--- config.mk ---
export PLATFORM = sky130hd
export DESIGN_NAME = hazard_ctrl
export DESIGN_NICKNAME = d
export VERILOG_FILES = /design/src/rtl/hazard_pkg.sv /design/src/rtl/hazard_div_fsm.sv /design/src/rtl/hazard_ctrl.sv
export SDC_FILE = /design/constraint.sdc
export NUM_CORES = 1
export LEC_CHECK = 0
export BUFFER_PORTS_ARGS = -buffer_cell sky130_fd_sc_hd__buf_2
export CAP_MARGIN = 0
export CORE_MARGIN = 5
export CORE_UTILIZATION = 50
export CTS_CLUSTER_DIAMETER = 60
export DETAILED_ROUTE_END_ITERATION = 16
export PLACE_DENSITY = 0.87
export SLEW_MARGIN = 25
export SYNTH_ARGS = -nofsm -noshare
export SYNTH_HDL_FRONTEND = slang
export SYNTH_HIERARCHICAL = 1
export SYNTH_SLANG_ARGS = --single-unit
export TNS_END_PERCENT = 100
--- constraint.sdc ---
create_clock -name clk -period 3.2 [get_ports clk]
set_input_delay 0.48 -clock clk [delete_from_list [all_inputs] [get_ports clk]]
set_output_delay 0.48 -clock clk [all_outputs]
set_load 0.03 [all_outputs]
--- src/rtl/hazard_pkg.sv ---
// rtl/hazard_pkg.sv - shared types and constants for the hazard/pipeline-control unit
//   div_state_t : divider FSM states
//   FWD_*       : execute-stage forward-select encodings
package hazard_pkg;

    typedef enum logic [1:0] {
        IDLE = 2'd0,
        RUN  = 2'd1,
        DONE = 2'd2
    } div_state_t;

    localparam logic [1:0] FWD_RF = 2'b00;
    localparam logic [1:0] FWD_W  = 2'b01;
    localparam logic [1:0] FWD_M  = 2'b10;

endpackage

--- src/rtl/hazard_div_fsm.sv ---
// rtl/hazard_div_fsm.sv - multi-cycle divider occupancy FSM
//   clk, resetn       : clock, async active-low reset
//   div_req, exc      : divide in E, exception taken in M
//   div_busy          : FSM in RUN
//   div_done          : divide result valid in E this cycle
//   div_stall         : divider requires the pipeline to hold this cycle
module hazard_div_fsm #(
    parameter int DIV_CYCLES = 34
) (
    input  logic clk,
    input  logic resetn,
    input  logic div_req,
    input  logic exc,
    output logic div_busy,
    output logic div_done,
    output logic div_stall
);
    import hazard_pkg::*;

    localparam int CW = $clog2(DIV_CYCLES);
    // The counter holds the number of RUN cycles still to spend, so the
    // divide occupies E for 1 (IDLE) + DIV_CYCLES-2 (RUN) + 1 (DONE) cycles.
    localparam logic [CW-1:0] CNT_LOAD = CW'(DIV_CYCLES - 2);

    div_state_t    state, state_next;
    logic [CW-1:0] cnt, cnt_next;

    always_ff @(posedge clk or negedge resetn) begin
        if (!resetn) begin
            state <= IDLE;
            cnt   <= '0;
        end else begin
            state <= state_next;
            cnt   <= cnt_next;
        end
    end

    always_comb begin
        state_next = state;
        cnt_next   = cnt;
        if (exc) begin
            state_next = IDLE;
            cnt_next   = '0;
        end else begin
            case (state)
                IDLE: begin
                    if (div_req) begin
                        cnt_next   = CNT_LOAD;
                        // A two-cycle divide has no RUN phase at all.
                        state_next = (CNT_LOAD == '0) ? DONE : RUN;
                    end
                end
                RUN: begin
                    cnt_next = cnt - CW'(1);
                    // Leave on the cycle the counter decrements to zero.
                    if (cnt <= CW'(1)) begin
                        state_next = DONE;
                    end
                end
                // divE is still the same instruction here, so it is ignored.
                DONE:    state_next = IDLE;
                default: state_next = IDLE;
            endcase
        end
    end

    assign div_busy  = (state == RUN);
    assign div_done  = (state == DONE);
    assign div_stall = (state == RUN) || ((state == IDLE) && div_req);

endmodule

--- src/rtl/hazard_ctrl.sv ---
// rtl/hazard_ctrl.sv - 5-stage MIPS hazard, forwarding and pipeline-control unit
//   clk, resetn                 : clock, async active-low reset
//   rsD/rtD/branchD             : decode sources and branch flag
//   rsE/rtE/writeregE/...       : execute sources, destination, write/load/divide flags
//   writeregM/regwriteM/...     : memory-stage destination, flags and exception
//   writeregW/regwriteW         : writeback destination and write-enable
//   forwarda/bD, forwarda/bE    : forwarding selects
//   stallF..M, flushD..W        : per-stage hold and bubble controls
//   div_busy/div_done           : divider status
//   stall_cnt                   : saturating count of cycles with stallF=1
module hazard_ctrl #(
    parameter int REG_AW       = 5,
    parameter int DIV_CYCLES   = 34,
    parameter int BRANCH_STALL = 1,
    parameter int CNT_W        = 32
) (
    input  logic              clk,
    input  logic              resetn,
    input  logic [REG_AW-1:0] rsD,
    input  logic [REG_AW-1:0] rtD,
    input  logic              branchD,
    input  logic [REG_AW-1:0] rsE,
    input  logic [REG_AW-1:0] rtE,
    input  logic [REG_AW-1:0] writeregE,
    input  logic              regwriteE,
    input  logic              memtoregE,
    input  logic              divE,
    input  logic [REG_AW-1:0] writeregM,
    input  logic              regwriteM,
    input  logic              memtoregM,
    input  logic              excM,
    input  logic [REG_AW-1:0] writeregW,
    input  logic              regwriteW,
    output logic              forwardaD,
    output logic              forwardbD,
    output logic [1:0]        forwardaE,
    output logic [1:0]        forwardbE,
    output logic              stallF,
    output logic              stallD,
    output logic              stallE,
    output logic              stallM,
    output logic              flushD,
    output logic              flushE,
    output logic              flushM,
    output logic              flushW,
    output logic              div_busy,
    output logic              div_done,
    output logic [CNT_W-1:0]  stall_cnt
);
    import hazard_pkg::*;

    logic div_stall;
    logic lwstall, brstall;
    logic hit_e, hit_m;

    hazard_div_fsm #(.DIV_CYCLES(DIV_CYCLES)) u_div (
        .clk      (clk),
        .resetn   (resetn),
        .div_req  (divE),
        .exc      (excM),
        .div_busy (div_busy),
        .div_done (div_done),
        .div_stall(div_stall)
    );

    // Forwarding: register 0 is hard-wired, M is newer than W.
    always_comb begin
        forwardaE = FWD_RF;
        if (rsE != '0 && rsE == writeregM && regwriteM)      forwardaE = FWD_M;
        else if (rsE != '0 && rsE == writeregW && regwriteW) forwardaE = FWD_W;
        forwardbE = FWD_RF;
        if (rtE != '0 && rtE == writeregM && regwriteM)      forwardbE = FWD_M;
        else if (rtE != '0 && rtE == writeregW && regwriteW) forwardbE = FWD_W;
    end

    assign forwardaD = (rsD != '0) && (rsD == writeregM) && regwriteM;
    assign forwardbD = (rtD != '0) && (rtD == writeregM) && regwriteM;

    assign lwstall = memtoregE && (writeregE != '0) &&
                     ((writeregE == rsD) || (writeregE == rtD));
    assign hit_e   = regwriteE && (writeregE != '0) &&
                     ((writeregE == rsD) || (writeregE == rtD));
    assign hit_m   = memtoregM && (writeregM != '0) &&
                     ((writeregM == rsD) || (writeregM == rtD));
    assign brstall = (BRANCH_STALL != 0) && branchD && (hit_e || hit_m);

    always_comb begin
        stallF = 1'b0;
        stallD = 1'b0;
        stallE = 1'b0;
        stallM = 1'b0;
        flushD = 1'b0;
        flushE = 1'b0;
        flushM = 1'b0;
        flushW = 1'b0;
        if (excM) begin
            flushD = 1'b1;
            flushE = 1'b1;
            flushM = 1'b1;
        end else if (div_stall) begin
            stallF = 1'b1;
            stallD = 1'b1;
            stallE = 1'b1;
            stallM = 1'b1;
            // M is held, so W gets a bubble to avoid a double write-back.
            flushW = 1'b1;
        end else if (lwstall || brstall) begin
            stallF = 1'b1;
            stallD = 1'b1;
            flushE = 1'b1;
        end
    end

    always_ff @(posedge clk or negedge resetn) begin
        if (!resetn) begin
            stall_cnt <= '0;
        end else if (stallF && (stall_cnt != '1)) begin
            stall_cnt <= stall_cnt + CNT_W'(1);
        end
    end

endmodule

== After elaboration in Yosys (flattened, before gate mapping) ==
Index checks and enable logic that the tools add are counted.
Word-level totals
  register bits after elaboration: 40
  input port bits: 45
  output and inout port bits: 48
  logic and storage cells: 76
Operators by class
  $add $sub $neg: 2
  $lt $le $gt $ge: 1
  equal/unequal tests: 15
  muxes and demuxes: 19
  reductions and logical operators: 36
Operators with widths (number)
  $eq A5 B5 Y1: 10
  $add A32 B1 Y32 const B: 1
  $ne A32 B32 Y1 const B: 1
  $reduce_bool A5 Y1: 6
  $logic_and A1 B1 Y1: 21
  $mux W6: 2
  $pmux W6 S2: 1
  $mux W1: 10
  $mux W2: 5
  $le A6 B1 Y1 const B: 1
  $sub A6 B1 Y6 const B: 1
  $logic_or A1 B1 Y1: 5
  $pmux W2 S2: 1
  $reduce_and A2 Y1: 2
  $ne A3 B2 Y1 const B: 1
  $ne A3 B3 Y1 const B: 1
  $reduce_bool A3 Y1: 1
  $eq A2 B1 Y1 const B: 1
  $eq A2 B2 Y1 const B: 1
  $logic_not A2 Y1: 1

== Depth between registers and ports, before layout ==
  depth after elaboration: 10
  gate-level depth with buffers: 9
  gate-level depth less buffers: 8

== By module ==
Netlist, hierarchy kept.
By module, submodules not included
  hazard_ctrl: times used 1, cells an instance 245, area an instance 2222.1 um^2, sequential area each 800.8 um^2
  hazard_div_fsm: times used 1, cells an instance 50, area an instance 467.9 um^2, sequential area each 200.2 um^2

== Worst setup path before layout ==
OpenSTA, ideal clock, no wires.
  path type: input to output
  start point: input writeregM[4]
  end point: output forwardbE[0]
  arrival time: 2.314 ns
  required time: 2.720 ns
  slack: 0.406 ns
  stages: 5
  path buffers: 1
  path through: clkbuf_1 > xnor2_1 > nand4_1 > nor4_1 > nor4_1
On the way
  word-level cells in the longest chain between the ends: 4
Ends and longest elaborated chain
  start: declaration: line hazard_ctrl.sv:28  | input logic [REG_AW-1:0] writeregM,
  $eq A5 B5 Y1: line hazard_ctrl.sv:72  | if (rtE != '0 && rtE == writeregM && regwriteM) forwardbE = FWD_M;
  $logic_and A1 B1 Y1 (2 in a row): line hazard_ctrl.sv:72
  $mux W2: line hazard_ctrl.sv:72
  end: declaration: line hazard_ctrl.sv:37  | output logic [1:0] forwardbE,
No other way between the ends.

== Worst setup path in the final report ==
  start point: input writeregM[3]
  end point: output stallD
On the way
  word-level cells in the longest chain between the ends: 9
  elaborated cells between the ends (all ways): 12
  classes of those cells: eq/ne (2); mux (3); reduce/logical (7)
Ends and longest elaborated chain
  $eq A5 B5 Y1 / $reduce_bool A5 Y1 (equally long branches): line hazard_ctrl.sv:84, hazard_ctrl.sv:83
  $logic_or A1 B1 Y1 / $logic_and A1 B1 Y1 (equally long branches): line hazard_ctrl.sv:84, hazard_ctrl.sv:83
  $logic_and A1 B1 Y1 *: line hazard_ctrl.sv:83  | assign hit_m = memtoregM && (writeregM != '0) &&
  $logic_or A1 B1 Y1 *: line hazard_ctrl.sv:85  | assign brstall = (BRANCH_STALL != 0) && branchD && (hit_e || hit_m);
  $logic_and A1 B1 Y1 *: line hazard_ctrl.sv:85
  $logic_or A1 B1 Y1 *: line hazard_ctrl.sv:107  | end else if (lwstall || brstall) begin
  $mux W1 *: line hazard_ctrl.sv:107
  $mux W1 *: line hazard_ctrl.sv:100  | end else if (div_stall) begin
  $mux W1 *: line hazard_ctrl.sv:96  | if (excM) begin
  end: declaration: line hazard_ctrl.sv:39  | output logic stallD,
Every way passes the cells marked *; elsewhere a longest branch is shown, timed or not.

==> flow_summary_export.csv <==
group,metric,value,unit
layout,antenna_cells,0,
routing,route.vias.total,2449,
sta,finalSetupTns,0,ns
floorplanning,core,5170,µm²
power_and_ir_drop,power_density,487,nW/µm²
yosys,ys_ff_latch,40,
routing,detail-route-antenna-nets,0,
yosys,syn-num-nets,343,
clocking,h-tree-depth,2,
placement,io_buffer_count,92,
global_route,grt.overflow.total,0,
power_and_ir_drop,total_power,0.00159,W
routing,routed_wl,6570,µm
critical_path,cp.required,2.72,ns
yosys,synth_area_per_cell,9.12,µm²
yosys,synth_ff_type,"dfrtp_1",
clocking,worst_setup_hold_path_clk_slew,0.08,ns
critical_path,cp_max_fo,21,
run,max_cap_viol_count,0,
clocking,cts_buffer_depth,2,
worst_hold_path,holdCritPathClass,"primary input to asynchronous set/reset pin",
global_route,use_met1,0.230,
global_route,grt_pass1_vias,2449,
layout,finalCoreUtilization,0.631,
placement,place_ws,0.497,ns
global_route,grt_busiest_layer,"met2",
sta,relSlewSlack,0.414,
critical_path,r2r-end,"stall_cnt[27]",
floorplanning,die_y,83.4,µm
critical_path,reg2regPathDepth,6,
layout,nNetsFinal,428,
sta,min_period,2.64,ns
global_route,use_met2,0.327,
floorplanning,die_x,83.4,µm
critical_path,cpMostUsedCell,"buf_2",
sta,setup_viol_count_final,0,
yosys,synth_edf_count,0,
critical_path,rrSetupSlack,0.80,ns
yosys,syn_area,2690,µm²
floorplanning,rows,26,
routing,drc_errors,0,
layout,syn_to_final_growth,21.4,%
critical_path,arrival,2.16,ns
critical_path,path_cells,"buf_2, xor2_1, nor3_1, nand3_1, a211o_1, a31o_2, inv_1, buf_2",
routing,firstDrtPassIters,4,
power_and_ir_drop,vdd_drop_max,0.000318,V
routing,drtIter0Drc,129,
clocking,cts-resized-gates,0,
placement,globalplace.congestion,0.868,
sta,max_freq,0.379,GHz
clocking,cts_tree,"done",
yosys,syn_inst,295,
global_route,met3_usage,0.0436,
critical_path,rr_startpoint,"stall_cnt[7]",
yosys,ys_async_sr_fraction,1.00,
floorplanning,start_util,0.520,
critical_path,slowest_delay,0.39,ns
clocking,clkLatencyLatePin,0.29,ns
clocking,cts_setup_buffers,0,
floorplanning,io_pins,93,
critical_path,slowest_stage,"a31o_2",
run_status,outcome,"complete, no violations",
layout,drive_gt1_frac,0.297,
yosys,ys_warn_count,6,
power_and_ir_drop,p_leak,1.57,nW
global_route,antenna_found_initial,0,
clocking,cts_root_buffer,"clkbuf_8",
sta,worst_pin_slew,0.880,ns
placement,place_hpwl,5130,µm
floorplanning,dieArea,6950,µm²
sta,timing.final.ws_setup,0.564,ns
yosys,synth-seq-area-share,0.372,
global_route,grtUsageTotal,0.192,
critical_path,startpoint_type,"primary input",
clocking,cts_hold_buffers,0,
critical_path,end_kind,"primary output",
global_route,grt_pass1_wl,11200,µm
sta,rsz0062_at_grt,"false",
yosys,synth.distinct_cells,42,
sta,hold_viol_final,0,
sta,fin_crit_sh,0.824,
sta,skew,0.00794,ns
global_route,grt_start_max_net_pins,41,
clocking,cts_buffers,5,
routing,viasPerCell,5.43,
sta,maxSlewViolCount,0,
routing,avgRoutedWirePerCell,14.6,µm
critical_path,crit_type,"primary input to primary output",
clocking,cts.sinks,40,
==> area by class of cell <==
class / count / area (µm²)
well taps: 70 / 87.6
multi-input cells: 227 / 1560
clock buffers: 7 / 86.3
flip-flops and latches: 40 / 1000
repair buffers: 96 / 490
fillers: 452 / 1910
inverters: 10 / 37.5
clock inverters: 1 / 7.51
==> cell usage after synthesis (all sizes together), types with 2 or more instances <==
library cell,n,area [µm²]
clkbuf,5,18.8
nor2,22,82.6
nor2b,3,18.8
dfrtp,40,1000
nor3,17,85.1
a211oi,2,15.0
nand2,22,82.6
nor4,16,131
a21oi,4,20.0
nand4,9,56.3
or4,7,56.3
nand3b,2,15.0
o21ai,5,25.0
inv,10,37.5
and3,4,25.0
nor3b,2,15.0
and4,2,17.5
ha,3,37.5
nand3,14,70.1
or3,4,30.0
xor2,41,359
nand2b,4,25.0
and4b,2,20.0
buf,13,77.6
xnor2,30,263
==> how the worst max path moves through the flow <==
stage / depth (start not counted) / startpoint / end
after floorplan: 5 / writeregM[4] / forwardbE[0]
after global placement: 8 / writeregM[3] / stall_cnt[22]
after detailed placement: 8 / writeregM[3] / stall_cnt[22]
after CTS: 8 / writeregM[3] / stallF
after global routing: 8 / writeregM[3] / stallF
final: 8 / writeregM[3] / stallD
==> metrics by stage <==
step	instance area, µm²	std cells	hold WS [ns]
after global placement	3170	443	0.468
after detailed placement	3170	443	0.474
after floorplan	2690	295	0.184
final	3270	451	0.303
after CTS	3270	451	0.325
after global routing	3270	451	0.372
==> layout by cell type (no fill, tap or decap), types with 5 or more instances in the layout <==
master,n
buf_2,92
xor2_1,41
dfrtp_1,40
xnor2_1,30
nor2_1,22
nand2_1,22
nor3_1,17
nand3_1,14
nor4_1,11
inv_1,10
nand4_1,9
or4_1,6
clkbuf_8,6
o21ai_0,5
nor4_2,5
==> per-layer routing <==
layer	routed length (µm)	share of wire
met5	0	0
met4	166	0.025
met3	376	0.057
met2	3330	0.51
met1	2700	0.41
==> worst max-delay path: cells and delay by family <==
kind	cells	cell delay [ns]
buf+inv	3	0.46
compound gates	2	0.72
xor+xnor	1	0.18
simple gates	2	0.32
==> power by group <==
part	internal (W)	switching, W	total, W	leakage [nW]
combinational	0.000206	0.000354	0.000561	1.02
sequential	0.000583	0.0000989	0.000682	0.505
clock	0.000175	0.000172	0.000347	0.0445
==> flip-flops by register name (all words and copies together), names as in the netlist <==
signal       count
u_div/state      2
stall_cnt       32
u_div/cnt        6
==> kinds of logic after synthesis <==
group | after synthesis | synth area share
and+or+nand+nor | 133 | 0.280
xor gates and xnor gates | 71 | 0.231
adders and majority gates | 3 | 0.0140
DFF | 40 | 0.372
AOI/OAI and AO/OA | 18 | 0.0447
muxes | 2 | 0.00791
buffers and inverters | 28 | 0.0498
Note: power is estimated with default switching activity, not from simulation.
